$ cat src/rtl/mem_port_arbiter_if.sv
// mem_port_arbiter_if: fetch, data and memory-array signals of the shared port.
interface mem_port_arbiter_if #(parameter int DBITS = 16, parameter int ABITS = 12);
  logic             ireq;
  logic [DBITS-1:0] iaddr;
  logic             ignt;
  logic             irvalid;
  logic [DBITS-1:0] idout;
  logic             dreq;
  logic             dwe;
  logic [DBITS-1:0] daddr;
  logic [DBITS-1:0] ddin;
  logic             dgnt;
  logic             drvalid;
  logic [DBITS-1:0] ddout;
  logic [ABITS-1:0] maddr;
  logic             mwe;
  logic [DBITS-1:0] mdin;
  logic [DBITS-1:0] mdout;
  modport slave (
    input  ireq, iaddr, dreq, dwe, daddr, ddin, mdout,
    output ignt, irvalid, idout, dgnt, drvalid, ddout, maddr, mwe, mdin
  );
  modport master (
    output ireq, iaddr, dreq, dwe, daddr, ddin, mdout,
    input  ignt, irvalid, idout, dgnt, drvalid, ddout, maddr, mwe, mdin
  );
endinterface

$ cat src/rtl/mem_port_arbiter.sv
// mem_port_arbiter: shares one sync-read array between fetch and load/store with a starvation guard.
module mem_port_arbiter #(
  parameter int DBITS  = 16,
  parameter int ABITS  = 12,
  parameter int STARVE = 4
) (
  input logic clk,
  input logic reset,
  mem_port_arbiter_if.slave bus
);
  localparam int SW = STARVE > 0 ? $clog2(STARVE + 1) : 1;
  logic [SW-1:0] streak;
  logic dinr, force_i, ignt, dgnt, itag, dtag, doob, irvalid, drvalid;
  logic [DBITS-1:0] ihold, dhold, dval;
  assign dinr    = bus.daddr[DBITS-1:ABITS+1] == '0;
  assign force_i = STARVE != 0 && streak == SW'(STARVE);
  assign dgnt    = !reset && bus.dreq && (!dinr || !(bus.ireq && force_i));
  assign ignt    = !reset && bus.ireq && (!bus.dreq || !dinr || force_i);
  assign irvalid = itag && !reset;
  assign drvalid = dtag && !reset;
  assign dval    = doob ? DBITS'(16'hDEAD) : bus.mdout;
  assign bus.ignt    = ignt;
  assign bus.dgnt    = dgnt;
  assign bus.maddr   = (dgnt && dinr) ? bus.daddr[ABITS:1] : bus.iaddr[ABITS:1];
  assign bus.mwe     = dgnt && bus.dwe && dinr;
  assign bus.mdin    = bus.ddin;
  assign bus.irvalid = irvalid;
  assign bus.drvalid = drvalid;
  assign bus.idout   = reset ? '0 : (irvalid ? bus.mdout : ihold);
  assign bus.ddout   = reset ? '0 : (drvalid ? dval : dhold);
  always_ff @(posedge clk) begin
    if (reset || ignt || !bus.ireq) streak <= '0;
    else if (dgnt && dinr && streak != SW'(STARVE)) streak <= streak + 1'b1;
    if (reset) begin
      itag  <= 1'b0;
      dtag  <= 1'b0;
      doob  <= 1'b0;
      ihold <= '0;
      dhold <= '0;
    end else begin
      itag <= ignt;
      dtag <= dgnt && !bus.dwe;
      doob <= dgnt && !bus.dwe && !dinr;
      if (irvalid) ihold <= bus.mdout;
      if (drvalid) dhold <= dval;
    end
  end
endmodule

$ cat src/flat_wrapper.sv
// flat-port wrapper written by rule: the top's interface ports become plain ports
module mem_port_arbiter_flat 
#(
  parameter int DBITS  = 16,
  parameter int ABITS  = 12,
  parameter int STARVE = 4
)
  (clk, reset, bus_ireq, bus_iaddr, bus_dreq, bus_dwe, bus_daddr, bus_ddin, bus_mdout, bus_ignt, bus_irvalid, bus_idout, bus_dgnt, bus_drvalid, bus_ddout, bus_maddr, bus_mwe, bus_mdin);
  mem_port_arbiter_if #(.DBITS(DBITS), .ABITS(ABITS)) bus_i ();
  input logic clk;
  input logic reset;
  input wire logic [$bits(bus_i.ireq)-1:0] bus_ireq;
  input wire logic [$bits(bus_i.iaddr)-1:0] bus_iaddr;
  input wire logic [$bits(bus_i.dreq)-1:0] bus_dreq;
  input wire logic [$bits(bus_i.dwe)-1:0] bus_dwe;
  input wire logic [$bits(bus_i.daddr)-1:0] bus_daddr;
  input wire logic [$bits(bus_i.ddin)-1:0] bus_ddin;
  input wire logic [$bits(bus_i.mdout)-1:0] bus_mdout;
  output wire logic [$bits(bus_i.ignt)-1:0] bus_ignt;
  output wire logic [$bits(bus_i.irvalid)-1:0] bus_irvalid;
  output wire logic [$bits(bus_i.idout)-1:0] bus_idout;
  output wire logic [$bits(bus_i.dgnt)-1:0] bus_dgnt;
  output wire logic [$bits(bus_i.drvalid)-1:0] bus_drvalid;
  output wire logic [$bits(bus_i.ddout)-1:0] bus_ddout;
  output wire logic [$bits(bus_i.maddr)-1:0] bus_maddr;
  output wire logic [$bits(bus_i.mwe)-1:0] bus_mwe;
  output wire logic [$bits(bus_i.mdin)-1:0] bus_mdin;
  assign bus_i.ireq = bus_ireq;
  assign bus_i.iaddr = bus_iaddr;
  assign bus_i.dreq = bus_dreq;
  assign bus_i.dwe = bus_dwe;
  assign bus_i.daddr = bus_daddr;
  assign bus_i.ddin = bus_ddin;
  assign bus_i.mdout = bus_mdout;
  assign bus_ignt = bus_i.ignt;
  assign bus_irvalid = bus_i.irvalid;
  assign bus_idout = bus_i.idout;
  assign bus_dgnt = bus_i.dgnt;
  assign bus_drvalid = bus_i.drvalid;
  assign bus_ddout = bus_i.ddout;
  assign bus_maddr = bus_i.maddr;
  assign bus_mwe = bus_i.mwe;
  assign bus_mdin = bus_i.mdin;
  mem_port_arbiter #(.DBITS(DBITS), .ABITS(ABITS), .STARVE(STARVE)) u_core (.clk(clk), .reset(reset), .bus(bus_i));
endmodule
$ cat config.mk
export PLATFORM = sky130hd
export DESIGN_NAME = mem_port_arbiter_flat
export DESIGN_NICKNAME = d
export VERILOG_FILES = /design/src/rtl/mem_port_arbiter_if.sv /design/src/rtl/mem_port_arbiter.sv /design/src/flat_wrapper.sv
export SDC_FILE = /design/constraint.sdc
export NUM_CORES = 1
export LEC_CHECK = 0
export ABC_AREA = 1
export CAP_MARGIN = 40
export CORE_MARGIN = 2
export CORE_UTILIZATION = 25
export CTS_CLUSTER_SIZE = 16
export DETAILED_ROUTE_END_ITERATION = 12
export PLACE_DENSITY_LB_ADDON = 0.12
export SYNTH_ARGS = -nofsm -noshare
export SYNTH_HDL_FRONTEND = slang
export SYNTH_SLANG_ARGS = --single-unit
export TNS_END_PERCENT = 5
$ cat constraint.sdc
create_clock -name clk -period 3.6 [get_ports clk]
set_input_delay 0.36 -clock clk [delete_from_list [all_inputs] [get_ports clk]]
set_output_delay 0.36 -clock clk [all_outputs]
set_load 0.05 [all_outputs]
Yosys cells after proc, flatten, opt, wreduce, memory -nomap -nowiden
Cells that the tools add are included.
Widths: inputs -> output; s select.
Storage, ports and cells
  flip-flop bits (word level): 38
  bits in latches: 0
  bits in writable memories: 0
  memory bits (read-only): 0
  input port bits: 69
  memories kept: 0
Operators by class
  add/sub/neg operators: 1
  multiply operators: 0
  div/mod/pow operators: 0
  order comparisons: 0
  equal/unequal tests: 2
  shifts and indexed selects: 0
  multiplexer cells: 6
  bitwise gates (word level): 0
  reductions and logical operators: 25
Operators by type and width (number)
  $mux 16: 5
  $logic_and 1x1->1: 13
  $mux 12: 1
  $logic_not 1->1: 6
  $logic_or 1x1->1: 5
  $add 3x1->3 const B: 1
  $eq 3x3->1 const B: 1
  $logic_not 3->1: 1
  $ne 3x3->1 const B: 1

Longest topological paths before layout
  word-level depth: 7
  mapped depth: 9

Worst setup path before layout
OpenSTA, ideal clock, no wires.
  path kind: in2out
  start point: input reset
  end point: output bus_ddout[14]
  arrival time: 1.748 ns
  required time: 3.240 ns
  path slack: 1.492 ns
  stages on the path: 3
  cell sequence: buf_6 > nor2_1 > a21oi_1
On the way
  cells in the longest elaborated chain, start to end: 4
Ends and longest elaborated chain
  start, declared: line flat_wrapper.sv:11  | input logic reset;
  $logic_not 1->1: line mem_port_arbiter.sv:20  | assign drvalid = dtag && !reset;
  $logic_and 1x1->1: line mem_port_arbiter.sv:20
  via bus_drvalid: line flat_wrapper.sv:23  | output wire logic [$bits(bus_i.drvalid)-1:0] bus_drvalid;
  $mux 16 (2 in a row): line mem_port_arbiter.sv:30  | assign bus.ddout = reset ? '0 : (drvalid ? dval : dhold);
  end, declared: line flat_wrapper.sv:24  | output wire logic [$bits(bus_i.ddout)-1:0] bus_ddout;
The timed path passes the listed nets, and every way through them passes these cells.

Final worst setup path
  start point: input reset
  end point: output bus_maddr[9]
On the way
  cells in the longest elaborated chain, start to end: 5
Ends and longest elaborated chain
  $logic_not 1->1: line mem_port_arbiter.sv:17  | assign dgnt = !reset && bus.dreq && (!dinr || !(bus.ireq && force_i));
  $logic_and 1x1->1 (2 in a row): line mem_port_arbiter.sv:17
  $logic_and 1x1->1: line mem_port_arbiter.sv:24  | assign bus.maddr = (dgnt && dinr) ? bus.daddr[ABITS:1] : bus.iaddr[ABITS:1];
  $mux 12: line mem_port_arbiter.sv:24
  end, declared: line flat_wrapper.sv:25  | output wire logic [$bits(bus_i.maddr)-1:0] bus_maddr;
No other way between the ends.

==> impl_results.html <==
<table>
<tr><th>Metric</th><th>Value</th></tr>
<tr><th colspan="2">Setup path</th></tr>
<tr><td>Startpoint type of the worst setup path</td><td>input pin</td></tr>
<tr><td>Worst reg-to-reg path cell count</td><td>7</td></tr>
<tr><td>Required time at the worst-slack endpoint</td><td>~3200 ps</td></tr>
<tr><td>Category of the critical setup timing path</td><td>in -&gt; out</td></tr>
<tr><td>Endpoint arrival time on the critical path</td><td>2620 ps</td></tr>
<tr><td>Maximum net fanout on the critical path</td><td>26</td></tr>
<tr><td>Kind of end point of the critical path</td><td>primary output</td></tr>
<tr><th colspan="2">Global routing</th></tr>
<tr><td>Largest net degree at the start of global routing</td><td>29</td></tr>
<tr><td>Grt total ovfl</td><td>0</td></tr>
<tr><td>Global-route wire length before repair</td><td>7.721 mm</td></tr>
<tr><td>Vias in the first global route</td><td>between 1500 and 2000</td></tr>
<tr><td>GR Util All Layers</td><td>a little under an eighth</td></tr>
<tr><td>Number of antenna violations at the first check in global routing</td><td>0</td></tr>
<tr><th colspan="2">Place</th></tr>
<tr><td>Final GP Congestion</td><td>0.7232</td></tr>
<tr><td>Number of buffers inserted by port buffering</td><td>between 90 and 100</td></tr>
<tr><td>Placed instance area</td><td>approximately 0.0028 sq mm</td></tr>
<tr><td>Post-detailed-placement half-perimeter wirelength</td><td>3.460 mm</td></tr>
<tr><td>Placed cell count</td><td>408</td></tr>
<tr><td>Post-place setup slack</td><td>561.5 ps</td></tr>
<tr><th colspan="2">STA</th></tr>
<tr><td>Final critical-path share of the clock period</td><td>82.80%</td></tr>
<tr><td>Worst slew margin</td><td>44.35%</td></tr>
<tr><td>Worst Slack Setup Final</td><td>619.0 ps</td></tr>
<tr><td>Final setup fails</td><td>0</td></tr>
<tr><td>Total Neg Setup Slack</td><td>0 ps</td></tr>
<tr><td>Tmin final</td><td>2981 ps</td></tr>
<tr><td>Worst-Margin Slew</td><td>833.7 ps</td></tr>
<tr><td>Layout Skew</td><td>2.153 ps</td></tr>
<tr><td>Final number of max-transition violations</td><td>0</td></tr>
<tr><td>Fmax</td><td>0.3355 GHz</td></tr>
<tr><td>Unrepaired setup endpoints after global routing</td><td>false</td></tr>
<tr><td>Final hold violation count</td><td>0</td></tr>
<tr><th colspan="2">Power and ir drop</th></tr>
<tr><td>Leakage Power</td><td>between 0.001 and 0.0015 uW</td></tr>
<tr><td>Maximum resistive drop on vdd</td><td>0.0001275 V</td></tr>
<tr><td>Switching Fraction</td><td>31.86%</td></tr>
<tr><td>Relative contribution of sequential cells to total power</td><td>44.7%</td></tr>
<tr><td>Switching power summed over all nets</td><td>322.0 uW</td></tr>
<tr><td>Power consumption</td><td>1011 uW</td></tr>
<tr><td>Total power divided by cell area</td><td>357.2 mW/mm^2</td></tr>
<tr><td>Internal power</td><td>688.6 uW</td></tr>
<tr><td>Share of power burned in combinational logic</td><td>between 20 and 30%</td></tr>
<tr><td>Share of power burned in the clock network</td><td>26.3%</td></tr>
<tr><th colspan="2">Route</th></tr>
<tr><td>Initial DRC count</td><td>53</td></tr>
<tr><td>Routed via count divided by cell count</td><td>4.080</td></tr>
<tr><td>First-pass iteration count of the detailed router</td><td>4</td></tr>
<tr><td>Number of vias after detailed routing</td><td>1693</td></tr>
<tr><td>Final wirelength</td><td>4.589 mm</td></tr>
<tr><td>Average detailed-routed wire length per instance</td><td>11.06 um</td></tr>
<tr><td>Final routed DRC violation total</td><td>0</td></tr>
<tr><td>Post-detailed-route count of antenna-violating nets</td><td>0</td></tr>
<tr><th colspan="2">Yosys</th></tr>
<tr><td>Summed instance area of the synthesized netlist</td><td>0.001837 sq mm</td></tr>
<tr><td>Cells after synthesis</td><td>between 200 and 250</td></tr>
<tr><td>Cells taking the most area after synthesis</td><td>sky130_fd_sc_hd__dfxtp_1, sky130_fd_sc_hd__a21oi_1, sky130_fd_sc_hd__o21ai_0</td></tr>
<tr><td>Post-synth top cells</td><td>sky130_fd_sc_hd__dfxtp_1, sky130_fd_sc_hd__inv_1, sky130_fd_sc_hd__a21oi_1, sky130_fd_sc_hd__o21ai_0, sky130_fd_sc_hd__nand2_1</td></tr>
<tr><td>Count of distinct cell types in the synthesized netlist</td><td>24</td></tr>
<tr><td>Synth warnings</td><td>0</td></tr>
<tr><td>Register area share after synthesis</td><td>between 40% and 50%</td></tr>
<tr><td>Most repeated cell in the gate-level netlist after synthesis</td><td>sky130_fd_sc_hd__dfxtp_1</td></tr>
<tr><td>Primary FF master, synth</td><td>sky130_fd_sc_hd__dfxtp_1</td></tr>
<tr><td>Avg Inst Size Synth</td><td>7.750 sq um</td></tr>
<tr><td>Mapped Nets</td><td>a little over 300</td></tr>
<tr><td>Post-synthesis sequential element count</td><td>38</td></tr>
<tr><td>Leading area contributor after synthesis</td><td>sky130_fd_sc_hd__dfxtp_1</td></tr>
<tr><td>Fraction of post-synthesis cell area in the top cell type by area</td><td>41.42%</td></tr>
<tr><td>EDFF count, synth</td><td>0</td></tr>
<tr><td>Asr flop ratio synth</td><td>0%</td></tr>
<tr><th colspan="2">Die</th></tr>
<tr><td>Die outline area</td><td>0.008049 sq mm</td></tr>
<tr><td>Die span in x</td><td>89.72 um</td></tr>
<tr><td>Std-Cell Core Area</td><td>0.007176 sq mm</td></tr>
<tr><td>Count of standard-cell rows</td><td>31</td></tr>
<tr><td>Initial standard-cell utilization of the core</td><td>about 26%</td></tr>
<tr><td>Die height</td><td>89.72 um</td></tr>
<tr><td>Total I/O pin count</td><td>about 130</td></tr>
<tr><th colspan="2">Clocking</th></tr>
<tr><td>Later-pin clock latency in the skew report</td><td>~280 ps</td></tr>
<tr><td>Maximum clock path buffer count</td><td>2</td></tr>
<tr><td>CTS-repair resized insts</td><td>0</td></tr>
<tr><td>CTS tree</td><td>done</td></tr>
<tr><td>Number of buffers created by CTS</td><td>5</td></tr>
<tr><td>Buffers inserted during post-CTS setup optimization</td><td>0</td></tr>
<tr><td>Number of buffers inserted by hold repair at cts</td><td>0</td></tr>
<tr><td>Number of clock sinks</td><td>38</td></tr>
<tr><td>CTS H-Tree Depth</td><td>2</td></tr>
<tr><td>Clock-pin slew on the worst setup and hold paths</td><td>70 ps</td></tr>
<tr><td>Cell at the root of the clock tree</td><td>sky130_fd_sc_hd__clkbuf_8</td></tr>
<tr><th colspan="2">Cells and area</th></tr>
<tr><td>Share of final-layout standard cells stronger than drive strength 1</td><td>13.61%</td></tr>
<tr><td>N_diodes</td><td>0</td></tr>
<tr><td>Final-layout fill cell count</td><td>746</td></tr>
<tr><td>Layout Nets</td><td>387</td></tr>
<tr><td>P&amp;R area growth vs syn</td><td>54.02%</td></tr>
<tr><td>Post-route cell area</td><td>roughly 0.0028 sq mm</td></tr>
<tr><td>Number of non-filler instances in the completed layout</td><td>415</td></tr>
<tr><th colspan="2">Job</th></tr>
<tr><td>Max-cap viol count</td><td>0</td></tr>
<tr><th colspan="2">Worst hold path</th></tr>
<tr><td>HP Class</td><td>reg -&gt; reg</td></tr>
<tr><td>Depth of the worst hold-timing path</td><td>2</td></tr>
<tr><th colspan="2">Outcome</th></tr>
<tr><td>Outcome</td><td>complete, no violations</td></tr>
</table>
[power groups by stage]
stage,sequential (uW),combinational (uW),clock (uW)
floorplan,455,226,0
global placement,461,295,0
detailed placement,462,296,0
CTS,452,297,283
global route,455,312,299
finish,452,293,266
[sequential cells by signal (all words and copies together), names as in the netlist]
| name | count |
|---|---|
| u_core.streak | 3 |
| u_core.dtag | 1 |
| u_core.doob | 1 |
| u_core.itag | 1 |
| u_core.dhold | 16 |
| u_core.ihold | 16 |
[cell families (layout without fill, tap and decap cells)]
kind of cell,after synthesis,count (layout),share of synthesized area [%]
fa+ha+maj,2,2,1.362
compound gates,68,68,21.39
buf+inv,64,143,18.05
flops,38,38,41.42
simple gates,65,65,17.78
[cell usage in the layout (no fill, tap or decap)]
cell,synthesis,layout
sky130_fd_sc_hd__o21ai_2,12,12
sky130_fd_sc_hd__clkdlybuf4s50_1,0,96
sky130_fd_sc_hd__inv_2,3,3
sky130_fd_sc_hd__ha_1,2,2
sky130_fd_sc_hd__nor2_1,23,23
sky130_fd_sc_hd__buf_4,16,2
sky130_fd_sc_hd__inv_4,1,1
sky130_fd_sc_hd__nand4_1,2,2
sky130_fd_sc_hd__nor2_2,3,3
sky130_fd_sc_hd__nor3_2,1,1
sky130_fd_sc_hd__o21a_2,1,1
sky130_fd_sc_hd__nor2_8,1,1
sky130_fd_sc_hd__clkinv_2,0,2
sky130_fd_sc_hd__a21oi_2,1,1
sky130_fd_sc_hd__nand2_2,8,8
sky130_fd_sc_hd__o21ai_0,27,27
sky130_fd_sc_hd__inv_1,34,34
sky130_fd_sc_hd__a21oi_1,27,27
sky130_fd_sc_hd__dfxtp_1,38,38
sky130_fd_sc_hd__clkbuf_8,0,5
sky130_fd_sc_hd__nand3_2,1,1
sky130_fd_sc_hd__nand3_4,1,1
sky130_fd_sc_hd__nand2_1,24,24
sky130_fd_sc_hd__nor2_4,1,1
[routing by layer]
metal	part of all wire, %	vias to the layer above	global-route usage, %
li1	-	882	-
met1	44	731	13.25
met2	44	75	19.13
met3	10	5	5.616
met4	1.2	0	3.718
met5	0	-	0
[final timing paths]
check / startpoint / end / slack [ps]
max: reset / bus_maddr[9] / 620
min: u_core.dhold[8]$_DFF_P_ / u_core.dhold[8]$_DFF_P_ / 470
min reg2reg: u_core.dhold[8]$_DFF_P_ / u_core.dhold[8]$_DFF_P_ / 470
max reg2reg: u_core.streak[0]$_SDFFE_PP0P_ / u_core.streak[0]$_SDFFE_PP0P_ / 2040
[critical path, stage by stage]
cell and delay, ps:
sky130_fd_sc_hd__clkdlybuf4s50_1 610, sky130_fd_sc_hd__nor2_8 220, sky130_fd_sc_hd__nand3_4 330, sky130_fd_sc_hd__o21ai_2 250, sky130_fd_sc_hd__clkdlybuf4s50_1 840
[stage by stage]
stage / util (%) / hold WS, ps
6_report: 39.42 / 465.5
5_1_grt: 39.42 / 505.6
4_1_cts: 39.42 / 468.0
2_1_floorplan: - / 429.1
3_5_place_dp: 38.33 / 457.7
3_3_place_gp: 38.33 / 458.6
[cell type report]
type	count	area, sq um	share of cell area, %
Clock buffer	5	68.82	2.433
Clock inverter	2	10.01	0.3538
Inverter	38	145.1	5.130
Multi-Input combinational cell	135	744.5	26.32
Sequential cell	38	760.7	26.89
Tap cell	99	123.9	4.379
Timing Repair Buffer	98	975.9	34.50
Note: power is estimated with default switching activity, not from simulation.
